$ cat src/rtl/memory_port_arbiter_pkg.sv
// Shared definitions for the data-memory port arbiter and the top-level memory decode.
package memory_port_arbiter_pkg;

    // Requester identifiers; also the bit index into req_valid/req_ready/resp_valid.
    localparam logic REQ_CORE  = 1'b0;
    localparam logic REQ_DEBUG = 1'b1;

    // Bit positions inside the 3-bit write-sections field.
    localparam int unsigned SECTION_BYTE0 = 0;
    localparam int unsigned SECTION_BYTE1 = 1;
    localparam int unsigned SECTION_UPPER = 2;

    typedef logic [2:0] sections_t;

    // Memory-mapped register addresses; everything outside this window is block RAM.
    localparam logic [31:0] MMIO_BASE       = 32'h8000_0000;
    localparam logic [31:0] MTIME_ADDR      = 32'h8000_0000;
    localparam logic [31:0] MTIMEH_ADDR     = 32'h8000_0004;
    localparam logic [31:0] MTIMECMP_ADDR   = 32'h8000_0008;
    localparam logic [31:0] MTIMECMPH_ADDR  = 32'h8000_000C;
    localparam logic [31:0] LED_ADDR        = 32'h8000_0010;

    // Lock FSM encoding.
    localparam logic [0:0] LOCK_UNLOCKED = 1'b0;
    localparam logic [0:0] LOCK_LOCKED   = 1'b1;

    // The requester that is not 'id'.
    function automatic logic other_req(input logic id);
        return ~id;
    endfunction

    // True when an address lands in the timer/LED register window.
    function automatic logic is_mmio_addr(input logic [31:0] addr);
        return addr[31:28] == MMIO_BASE[31:28];
    endfunction

endpackage

$ cat src/rtl/memory_port_arbiter_if.sv
// Requester-side bus of the memory port arbiter: both request channels plus grant/response.
interface memory_port_arbiter_if;
    import memory_port_arbiter_pkg::*;

    logic [1:0]  req_valid;
    logic [1:0]  req_lock;
    logic [31:0] req_address0;
    logic [31:0] req_address1;
    logic [31:0] req_write_value0;
    logic [31:0] req_write_value1;
    sections_t   req_write_sections0;
    sections_t   req_write_sections1;
    logic [1:0]  req_ready;
    logic [1:0]  resp_valid;
    logic [31:0] resp_read_value;

    // Requesters (core LSU, debug/loader) drive requests and observe grants/responses.
    modport master (
        output req_valid, req_lock,
        output req_address0, req_address1,
        output req_write_value0, req_write_value1,
        output req_write_sections0, req_write_sections1,
        input  req_ready, resp_valid, resp_read_value
    );

    // The arbiter consumes requests and produces grants/responses.
    modport slave (
        input  req_valid, req_lock,
        input  req_address0, req_address1,
        input  req_write_value0, req_write_value1,
        input  req_write_sections0, req_write_sections1,
        output req_ready, resp_valid, resp_read_value
    );

endinterface

$ cat src/rtl/memory_port_arbiter_round_robin_select.sv
// Combinational grant choice for two requesters: lock owner first, then round-robin.
module memory_port_arbiter_round_robin_select
    import memory_port_arbiter_pkg::*;
(
    input  logic [1:0] valid_i,
    input  logic       last_grant_i,
    input  logic       lock_active_i,
    input  logic       lock_owner_i,
    input  logic       limit_hit_i,
    output logic [1:0] grant_o
);

    logic [1:0] owner_onehot;
    logic [1:0] other_onehot;

    assign owner_onehot = lock_owner_i ? 2'b10 : 2'b01;
    assign other_onehot = other_req(lock_owner_i) ? 2'b10 : 2'b01;

    // Pick at most one requester; limit_hit already implies the other requester is valid.
    always_comb begin
        grant_o = 2'b00;
        if (lock_active_i && valid_i[lock_owner_i] && !limit_hit_i) begin
            grant_o = owner_onehot;
        end else if (limit_hit_i) begin
            grant_o = other_onehot;
        end else begin
            unique case (valid_i)
                2'b01:   grant_o = 2'b01;
                2'b10:   grant_o = 2'b10;
                2'b11:   grant_o = last_grant_i ? 2'b01 : 2'b10;
                default: grant_o = 2'b00;
            endcase
        end
    end

endmodule

$ cat src/rtl/memory_port_arbiter.sv
// Two-requester arbiter for the single data-memory port, with bounded lock and
// one-cycle registered response.
module memory_port_arbiter
    import memory_port_arbiter_pkg::*;
#(
    parameter int unsigned MAX_LOCK_BEATS = 4,
    parameter logic [31:0] IDLE_ADDRESS   = 32'h0000_0000
) (
    input  logic                   clk24,
    input  logic                   reset_n,
    memory_port_arbiter_if.slave   bus,
    output logic [31:0]            memory_address,
    output logic [31:0]            memory_write_value,
    output sections_t              memory_write_sections,
    input  logic [31:0]            memory_read_value
);

    localparam logic [3:0] MaxBeats = 4'(MAX_LOCK_BEATS);

    logic       last_grant_q, last_grant_d;
    logic [0:0] lock_state_q, lock_state_d;
    logic       lock_owner_q, lock_owner_d;
    logic [3:0] lock_count_q, lock_count_d;
    logic       pending_valid_q, pending_valid_d;
    logic       pending_id_q, pending_id_d;

    logic       lock_active;
    logic       limit_hit;
    logic [1:0] grant;
    logic       any_transfer;
    logic       grant_id;

    assign lock_active = (lock_state_q == LOCK_LOCKED);

    // Owner has used its full budget while the other side is waiting.
    assign limit_hit = lock_active && (lock_count_q == MaxBeats)
                       && bus.req_valid[other_req(lock_owner_q)];

    memory_port_arbiter_round_robin_select u_round_robin_select (
        .valid_i       (bus.req_valid),
        .last_grant_i  (last_grant_q),
        .lock_active_i (lock_active),
        .lock_owner_i  (lock_owner_q),
        .limit_hit_i   (limit_hit),
        .grant_o       (grant)
    );

    // Grant is only ever raised for a valid requester, so any grant is a transfer.
    assign bus.req_ready = grant;
    assign any_transfer  = |grant;
    assign grant_id      = grant[1];

    // Route the granted request downstream; park on a RAM address when idle so no
    // timer register ever sees a spurious access.
    always_comb begin
        memory_address        = IDLE_ADDRESS;
        memory_write_value    = 32'h0;
        memory_write_sections = '0;
        unique case (grant)
            2'b01: begin
                memory_address        = bus.req_address0;
                memory_write_value    = bus.req_write_value0;
                memory_write_sections = bus.req_write_sections0;
            end
            2'b10: begin
                memory_address        = bus.req_address1;
                memory_write_value    = bus.req_write_value1;
                memory_write_sections = bus.req_write_sections1;
            end
            default: ;
        endcase
    end

    // Round-robin pointer and pending-response bookkeeping.
    always_comb begin
        last_grant_d    = any_transfer ? grant_id : last_grant_q;
        pending_valid_d = any_transfer;
        pending_id_d    = any_transfer ? grant_id : pending_id_q;
    end

    // Lock FSM: a locked owner keeps the port until it drops valid/lock or is starved out.
    always_comb begin
        lock_state_d = lock_state_q;
        lock_owner_d = lock_owner_q;
        lock_count_d = lock_count_q;
        case (lock_state_q)
            LOCK_UNLOCKED: begin
                if (any_transfer && bus.req_lock[grant_id]) begin
                    lock_state_d = LOCK_LOCKED;
                    lock_owner_d = grant_id;
                    lock_count_d = 4'd1;
                end
            end
            LOCK_LOCKED: begin
                if (!bus.req_valid[lock_owner_q] || limit_hit) begin
                    lock_state_d = LOCK_UNLOCKED;
                    lock_count_d = 4'd0;
                end else if (bus.req_lock[lock_owner_q]) begin
                    // Owner is granted here; count saturates so a later waiter trips the limit.
                    if (lock_count_q != MaxBeats) begin
                        lock_count_d = lock_count_q + 4'd1;
                    end
                end else begin
                    lock_state_d = LOCK_UNLOCKED;
                    lock_count_d = 4'd0;
                end
            end
            default: begin
                lock_state_d = LOCK_UNLOCKED;
                lock_count_d = 4'd0;
            end
        endcase
    end

    // State registers; reset drops any response still in flight.
    always_ff @(posedge clk24 or negedge reset_n) begin
        if (!reset_n) begin
            last_grant_q    <= REQ_DEBUG;
            lock_state_q    <= LOCK_UNLOCKED;
            lock_owner_q    <= REQ_CORE;
            lock_count_q    <= 4'd0;
            pending_valid_q <= 1'b0;
            pending_id_q    <= REQ_CORE;
        end else begin
            last_grant_q    <= last_grant_d;
            lock_state_q    <= lock_state_d;
            lock_owner_q    <= lock_owner_d;
            lock_count_q    <= lock_count_d;
            pending_valid_q <= pending_valid_d;
            pending_id_q    <= pending_id_d;
        end
    end

    // Response pulse for the requester granted last cycle; read data is a passthrough.
    always_comb begin
        bus.resp_valid = 2'b00;
        if (pending_valid_q) begin
            bus.resp_valid = pending_id_q ? 2'b10 : 2'b01;
        end
    end

    assign bus.resp_read_value = memory_read_value;

endmodule

$ cat src/flat_wrapper.sv
// flat-port wrapper written by rule: the top's interface ports become plain ports
module memory_port_arbiter_flat import memory_port_arbiter_pkg::*;
#(
    parameter int unsigned MAX_LOCK_BEATS = 4,
    parameter logic [31:0] IDLE_ADDRESS   = 32'h0000_0000
)
  (clk24, reset_n, memory_address, memory_write_value, memory_write_sections, memory_read_value, bus_req_valid, bus_req_lock, bus_req_address0, bus_req_address1, bus_req_write_value0, bus_req_write_value1, bus_req_write_sections0, bus_req_write_sections1, bus_req_ready, bus_resp_valid, bus_resp_read_value);
  memory_port_arbiter_if bus_i ();
  input  logic clk24;
  input  logic reset_n;
  output logic [31:0] memory_address;
  output logic [31:0] memory_write_value;
  output sections_t memory_write_sections;
  input  logic [31:0] memory_read_value;
  input wire logic [$bits(bus_i.req_valid)-1:0] bus_req_valid;
  input wire logic [$bits(bus_i.req_lock)-1:0] bus_req_lock;
  input wire logic [$bits(bus_i.req_address0)-1:0] bus_req_address0;
  input wire logic [$bits(bus_i.req_address1)-1:0] bus_req_address1;
  input wire logic [$bits(bus_i.req_write_value0)-1:0] bus_req_write_value0;
  input wire logic [$bits(bus_i.req_write_value1)-1:0] bus_req_write_value1;
  input wire logic [$bits(bus_i.req_write_sections0)-1:0] bus_req_write_sections0;
  input wire logic [$bits(bus_i.req_write_sections1)-1:0] bus_req_write_sections1;
  output wire logic [$bits(bus_i.req_ready)-1:0] bus_req_ready;
  output wire logic [$bits(bus_i.resp_valid)-1:0] bus_resp_valid;
  output wire logic [$bits(bus_i.resp_read_value)-1:0] bus_resp_read_value;
  assign bus_i.req_valid = bus_req_valid;
  assign bus_i.req_lock = bus_req_lock;
  assign bus_i.req_address0 = bus_req_address0;
  assign bus_i.req_address1 = bus_req_address1;
  assign bus_i.req_write_value0 = bus_req_write_value0;
  assign bus_i.req_write_value1 = bus_req_write_value1;
  assign bus_i.req_write_sections0 = bus_req_write_sections0;
  assign bus_i.req_write_sections1 = bus_req_write_sections1;
  assign bus_req_ready = bus_i.req_ready;
  assign bus_resp_valid = bus_i.resp_valid;
  assign bus_resp_read_value = bus_i.resp_read_value;
  memory_port_arbiter #(.MAX_LOCK_BEATS(MAX_LOCK_BEATS), .IDLE_ADDRESS(IDLE_ADDRESS)) u_core (.clk24(clk24), .reset_n(reset_n), .bus(bus_i), .memory_address(memory_address), .memory_write_value(memory_write_value), .memory_write_sections(memory_write_sections), .memory_read_value(memory_read_value));
endmodule
$ cat config.mk
export PLATFORM = sky130hd
export DESIGN_NAME = memory_port_arbiter_flat
export DESIGN_NICKNAME = d
export VERILOG_FILES = /design/src/rtl/memory_port_arbiter_pkg.sv /design/src/rtl/memory_port_arbiter_if.sv /design/src/rtl/memory_port_arbiter_round_robin_select.sv /design/src/rtl/memory_port_arbiter.sv /design/src/flat_wrapper.sv
export SDC_FILE = /design/constraint.sdc
export NUM_CORES = 1
export LEC_CHECK = 0
export CAP_MARGIN = 5
export CORE_AREA = 3 3 107 109
export CTS_CLUSTER_DIAMETER = 200
export DETAILED_ROUTE_END_ITERATION = 7
export DIE_AREA = 0 0 110 112
export DONT_BUFFER_PORTS = 1
export PLACE_DENSITY_LB_ADDON = 0.3
export REMOVE_ABC_BUFFERS = 1
export SLEW_MARGIN = 20
export SYNTH_ARGS = -nofsm -noshare
export SYNTH_HDL_FRONTEND = slang
export SYNTH_SLANG_ARGS = --single-unit
$ cat constraint.sdc
create_clock -name clk24 -period 3.2 [get_ports clk24]
set_input_delay 0.64 -clock clk24 [delete_from_list [all_inputs] [get_ports clk24]]
set_output_delay 0.64 -clock clk24 [all_outputs]
set_load 0.01 [all_outputs]
==> results.ini, run 1 <==
[placed_design]
dp_cells=381
place_hpwl_mm=7.86
port_buffers=0
gp_congestion=0.803
dpl_worst_slack_ps=125

[setup_path]
critPathRequiredTime_ps=2560
start_kind=register
r2r-start=u_core.last_grant_q
slowest_delay_ps=390
crit_chain=inv_1, ha_2, and3b_2, xnor2_4, and2_4, o21a_1, ha_4, clkbuf_16, a22oi_2, nor2_1, buf_4
crit_path_end_kind=primary output
cp_num_buf_inv=3
critical_path_class=register to primary output
rrSetupSlack_ps=1420
r2r-end=u_core.lock_count_q[1]
rr_worst_depth=5
crit_path_max_fanout=14
crit_path_top_delay_cell=dfrtp_1
crit_arrival_ps=2520
crit_family=simple AND/OR/NAND/NOR gates

[synth]
avgSynthCellArea_um2=6.68
ys_seq_area_frac=0.130
syn_area_um2=1740
synth_cells=261
synth_cell_type_count=37
yosysWarningCount=0
ys_ff_latch=9

[floorplanning]
start_util=0.163
pin_count=275
rows=38
dieArea_um2=12300
fp.dieW_um=110
die_y_um=112
core_area_um2=10700

[sta]
hold_ws_ps=101
period_needed_ps=3160
skew_ps=0.853
grt_setup_unrepaired=yes
hold_viol=0
drv_slew=0
max_freq_ghz=0.317
setup_viol=0
period_share=0.986
worst_slew_pin_slew_ps=439
slew_headroom=0.705
finalSetupTns_ps=0
fin_ws_ps=44.1

[cts]
root_buffer=clkbuf_8
numCtsBuffers=3
tritoncts=done
holdBufCountCts=0
clk_pin_slew_ps=50
worst_skew_pair.late_latency_ps=230
h-tree-depth=1
clock_path_buffers=2
cts.sinks=9

[routing]
wl_per_cell_um=25.2
vias_per_cell=5.29
ant_nets=0
wirelength_mm=9.96
num_vias=2091
drc_errors=0
drtIter0Drc=130
first_pass_iters=4

[pwr]
power.share.switching=0.502
seqPwrFrac=0.129
ir_drop_mv=0.256
clkPwrFrac=0.091
power_uw=1470
power_frac_comb=0.781
switching_power_uw=740
power.leakage_uw=0.000846
powerDensity_nw_per_um2=652
internal_power_uw=734

[finish]
nets=432
final_common_cell=nor2_1
areaGrowthSynthToFinish_pct=29.7
diodes=0
final_cell_mix=65 x nor2_1, 54 x a22oi_1, 36 x buf_4, 13 x a22oi_2, 8 x dfrtp_1
final_cells=395
drive_gt1_frac=0.322

[worst_hold_path]
hp-class=primary input to async pin

[grt]
grt_pass1_wl_mm=12.4
globalRouteTotalUtil=0.135
grt_max_degree=56
grt_overflow=0
antenna_found_initial=0
grt_pass1_vias=1997

[job]
drv_cap=0

[run_status]
status=finished, final reports clean

[power groups by stage]
stage	logic (uW)	clock network, uW	registers, uW
global route	1240	141	194
global placement	934	0	189
finish	1150	134	190
CTS	1020	135	189
floorplan	570	0	191
detailed placement	955	0	191
[how the worst max path moves through the flow]
stage	from	to	slack (ps)	cells after the start
3_5_place_dp	u_core.lock_count_q[0]	memory_address[4]	130	11
6_report	u_core.lock_count_q[1]	memory_address[0]	40	11
2_1_floorplan	u_core.lock_count_q[0]	memory_address[0]	-520	9
4_1_cts	u_core.lock_count_q[1]	memory_address[4]	1	11
3_3_place_gp	u_core.lock_count_q[0]	memory_address[4]	240	11
5_1_grt	u_core.lock_count_q[1]	memory_write_value[26]	-30	11
[registers in the layout, summed over array words and instances, names as in the netlist]
name and cells:
u_core.lock_count_q 4, u_core.pending_valid_q 1, u_core.lock_owner_q 1, u_core.lock_active 1, u_core.pending_id_q 1, u_core.last_grant_q 1
[cell usage after synthesis]
| master | n | area [um^2] |
|---|---|---|
| dfrtp_1 | 8 | 200 |
| ha_1 | 4 | 50.1 |
| a41oi_1 | 1 | 8.76 |
| buf_4 | 32 | 240 |
| nand3_1 | 2 | 10.0 |
| a21o_1 | 1 | 7.51 |
| buf_2 | 2 | 10.0 |
| a22oi_1 | 67 | 503 |
| buf_1 | 7 | 26.3 |
| dfstp_2 | 1 | 26.3 |
| or2_2 | 1 | 6.26 |
| o21a_1 | 2 | 15.0 |
| and4b_1 | 1 | 10.0 |
| a31o_2 | 2 | 17.5 |
| o22ai_1 | 1 | 6.26 |
| a311oi_1 | 1 | 8.76 |
| a41o_1 | 1 | 10.0 |
| nor2b_1 | 2 | 12.5 |
| a31oi_1 | 3 | 18.8 |
| mux2i_1 | 2 | 20.0 |
| nand2_1 | 7 | 26.3 |
| o21ai_0 | 4 | 20.0 |
| or3_1 | 1 | 6.26 |
| and2_1 | 3 | 18.8 |
| and3b_1 | 1 | 8.76 |
| a22o_1 | 1 | 8.76 |
| nor3_1 | 1 | 5.00 |
| a21boi_0 | 2 | 15.0 |
| xnor2_2 | 1 | 16.3 |
| a31oi_2 | 1 | 12.5 |
| inv_1 | 4 | 15.0 |
| a221o_1 | 1 | 10.0 |
| clkbuf_1 | 16 | 60.1 |
| nor2_1 | 71 | 267 |
| a21oi_1 | 3 | 15.0 |
| a41oi_2 | 1 | 16.3 |
| nand3b_1 | 2 | 15.0 |
[final cells by class]
class | instances | area [um^2]
fillers | 1193 | 8440
flip-flops and latches | 9 | 226
multi-input cells | 191 | 1300
inverters | 4 | 15.0
well taps | 140 | 175
clock buffers | 4 | 45.0
repair buffers | 47 | 499
[what timing repair did]
| action | CTS | global route |
|---|---|---|
| buffers inserted | 3 | 3 |
| gates resized for setup | 6 | 26 |
| pin swaps | 0 | 5 |
| gates cloned | 1 | 3 |
| endpoints found under the setup margin | 67 | 67 |
[kinds of logic after synthesis]
family / Yosys count / synth area share
AOI/OAI and AO/OA: 92 / 0.398
and+or+nand+nor: 92 / 0.221
buffers and inverters: 61 / 0.202
DFF: 9 / 0.130
adders and majority gates: 4 / 0.0287
muxes: 2 / 0.0115
xor gates and xnor gates: 1 / 0.00933
[routing by layer]
layer / share of wire / vias to the layer above / routed length, um / GRT usage
li1: - / 901 / - / -
met1: 0.35 / 989 / 3510 / 0.147
met2: 0.46 / 189 / 4590 / 0.212
met3: 0.17 / 10 / 1710 / 0.106
met4: 0.0072 / 2 / 72 / 0.00499
met5: 0.0069 / - / 69 / 0.0420
[through the flow]
stage	utilization	instance area (um^2)
floorplan	-	1410
global placement	0.179	1910
detailed placement	0.179	1910
CTS	0.191	2040
global route	0.211	2260
finish	0.211	2260
No activity file was read; power rests on OpenSTA's default activity.
==> inputs of run 2 (changes only) <==
==> constraint.sdc (replaced) <==
create_clock -name clk24 -period 2.55 [get_ports clk24]
set_input_delay 0.51 -clock clk24 [delete_from_list [all_inputs] [get_ports clk24]]
set_output_delay 0.51 -clock clk24 [all_outputs]
set_load 0.01 [all_outputs]
==> results.ini, run 2 (synthesized netlist as in run 1, its figures left out) <==
[run_status]
status=finished with violations
violations=setup timing

[sta]
hold_viol=0  ; unchanged
slew_headroom=0.657  ; -0.0479
period_needed_ps=2910
max_freq_ghz=0.343
setup_viol=67  ; +67
skew_ps=5.15  ; +4.29 ps
fin_ws_ps=-364  ; -408 ps
drv_slew=0  ; unchanged
worst_slew_pin_slew_ps=511  ; +71.4 ps
grt_setup_unrepaired=yes
period_share=1.14
finalSetupTns_ps=-16170  ; -16170 ps

[finish]
top_register=u_core.lock_count_q
final_util=0.262  ; +0.0504
final_common_cell=a22oi_2
drive_gt1_frac=0.640  ; +0.318
areaGrowthSynthToFinish_pct=60.7
nets=452  ; +4.6%
final_cell_mix=56 x a22oi_2, 47 x buf_4, 36 x nor2_1, 35 x nor2_2, 11 x a22oi_1
largest_reg_flops=4  ; unchanged
diodes=0  ; unchanged

[routing]
vias_per_cell=5.14  ; -2.9%
drtIter0Drc=95  ; -27%
num_vias=2134  ; +2.1%
first_pass_iters=5  ; +1
drc_errors=0  ; unchanged
wl_per_cell_um=24.5  ; -3.0%
wirelength_mm=10.1  ; +1.9%
ant_nets=0  ; unchanged

[cts]
h-tree-depth=1  ; unchanged
clock_path_buffers=2  ; unchanged
worst_skew_pair.late_latency_ps=240  ; about the same
numCtsBuffers=3  ; unchanged
tritoncts=done
cts.sinks=9  ; unchanged
root_buffer=clkbuf_8
clk_pin_slew_ps=50  ; about the same

[setup_path]
crit_arrival_ps=2400  ; -120 ps
timing.critical_path.mode_cell=ha_4
cp_num_buf_inv=4  ; +1
slowest_delay_ps=350  ; -40 ps
critPathRequiredTime_ps=2040  ; -520 ps
crit_path_end_kind=primary output
crit_chain=inv_2, ha_4, and3b_2, xnor2_4, and2_4, o21a_4, ha_4, buf_6, buf_16, a22oi_2, nor2_1, buf_4
critical_path_class=register to primary output
crit_path_top_delay_cell=dfrtp_1
crit_path_max_fanout=7  ; -7
crit_family=buffers and inverters
start_kind=register

[placed_design]
place_hpwl_mm=7.91  ; +0.57%
gp_congestion=0.838  ; +4.3%
dpl_worst_slack_ps=-278  ; -403 ps
port_buffers=0  ; unchanged

[floorplanning]
fp.dieW_um=110  ; unchanged
rows=38  ; unchanged
start_util=0.163  ; unchanged
die_y_um=112  ; unchanged
dieArea_um2=12300  ; unchanged
pin_count=275  ; unchanged
core_area_um2=10700  ; unchanged

[grt]
globalRouteTotalUtil=0.145  ; +0.0100
antenna_found_initial=0  ; unchanged
grt_pass1_vias=2225  ; +11%
grt_overflow=0  ; unchanged
grt_pass1_wl_mm=13.2  ; +6.3%
grt_max_degree=44  ; -21%

[pwr]
power.leakage_uw=0.000986  ; +17%
powerDensity_nw_per_um2=814  ; +25%
ir_drop_mv=0.357  ; +40%

[job]
drv_cap=0  ; unchanged

[worst_hold_path]
hp-class=primary input to async pin

## run 2: final cells by class
class	count	area (um^2)
inverter	4	15.0
fill	1166	7900
multi-input combinational	191	1610
sequential	9	226
timing repair buffer	67	733
tap	140	175
clock buffer	4	45.0
## run 2: path summary, 6_finish.rpt
| path | depth (start not counted) | startpoint | endpoint | slack, ps |
|---|---|---|---|---|
| min in group clk24 | 1 | bus_req_valid[1] | u_core.pending_valid_q | 390 |
| setup / recovery | 12 | u_core.lock_count_q[0] | memory_write_value[13] | -360 |
| hold / removal | 0 | reset_n | u_core.last_grant_q | 110 |
| hold reg to reg | 1 | u_core.pending_id_q | u_core.pending_id_q | 540 |
| setup reg to reg | 5 | u_core.last_grant_q | u_core.lock_count_q[1] | 670 |
| max in group asynchronous | 1 | reset_n | u_core.lock_count_q[3] | 1610 |
## run 2: report_power, final
group | switching (uW) | leakage [uW] | internal (uW)
Combinational | 980 | 0.000854 | 899
Clock | 61.7 | 0.0000228 | 109
Sequential | 39.9 | 0.000110 | 188
## run 2: per-layer routing
metal  routed length (um)  vias up  GRT usage
met2                 4850      164      0.228
met5                   69        -     0.0420
met4                   96        2     0.0200
met3                 1680        8      0.112
met1                 3450     1008      0.153
li1                     -      952          -
## run 2: timing repair
| action | CTS | global route |
|---|---|---|
| cloned | 5 | 1 |
| pin swaps | 47 | 32 |
| endpoints found under the hold margin | 8 | 0 |
| gates resized for setup | 88 | 38 |
| hold buffers | 1 | 0 |
| setup endpoints to repair | 67 | 67 |
| buffers inserted | 7 | 3 |
## run 2: per-stage QoR
step                      area [um^2]  hold slack, ps  power (uW)  std cells
after global routing             2800             101        2440        415
after floorplan                  1410             214         955        204
final                            2800             113        2280        415
after global placement           2010             215        1480        395
after detailed placement         2010             215        1510        395
after CTS                        2630             110        2120        412
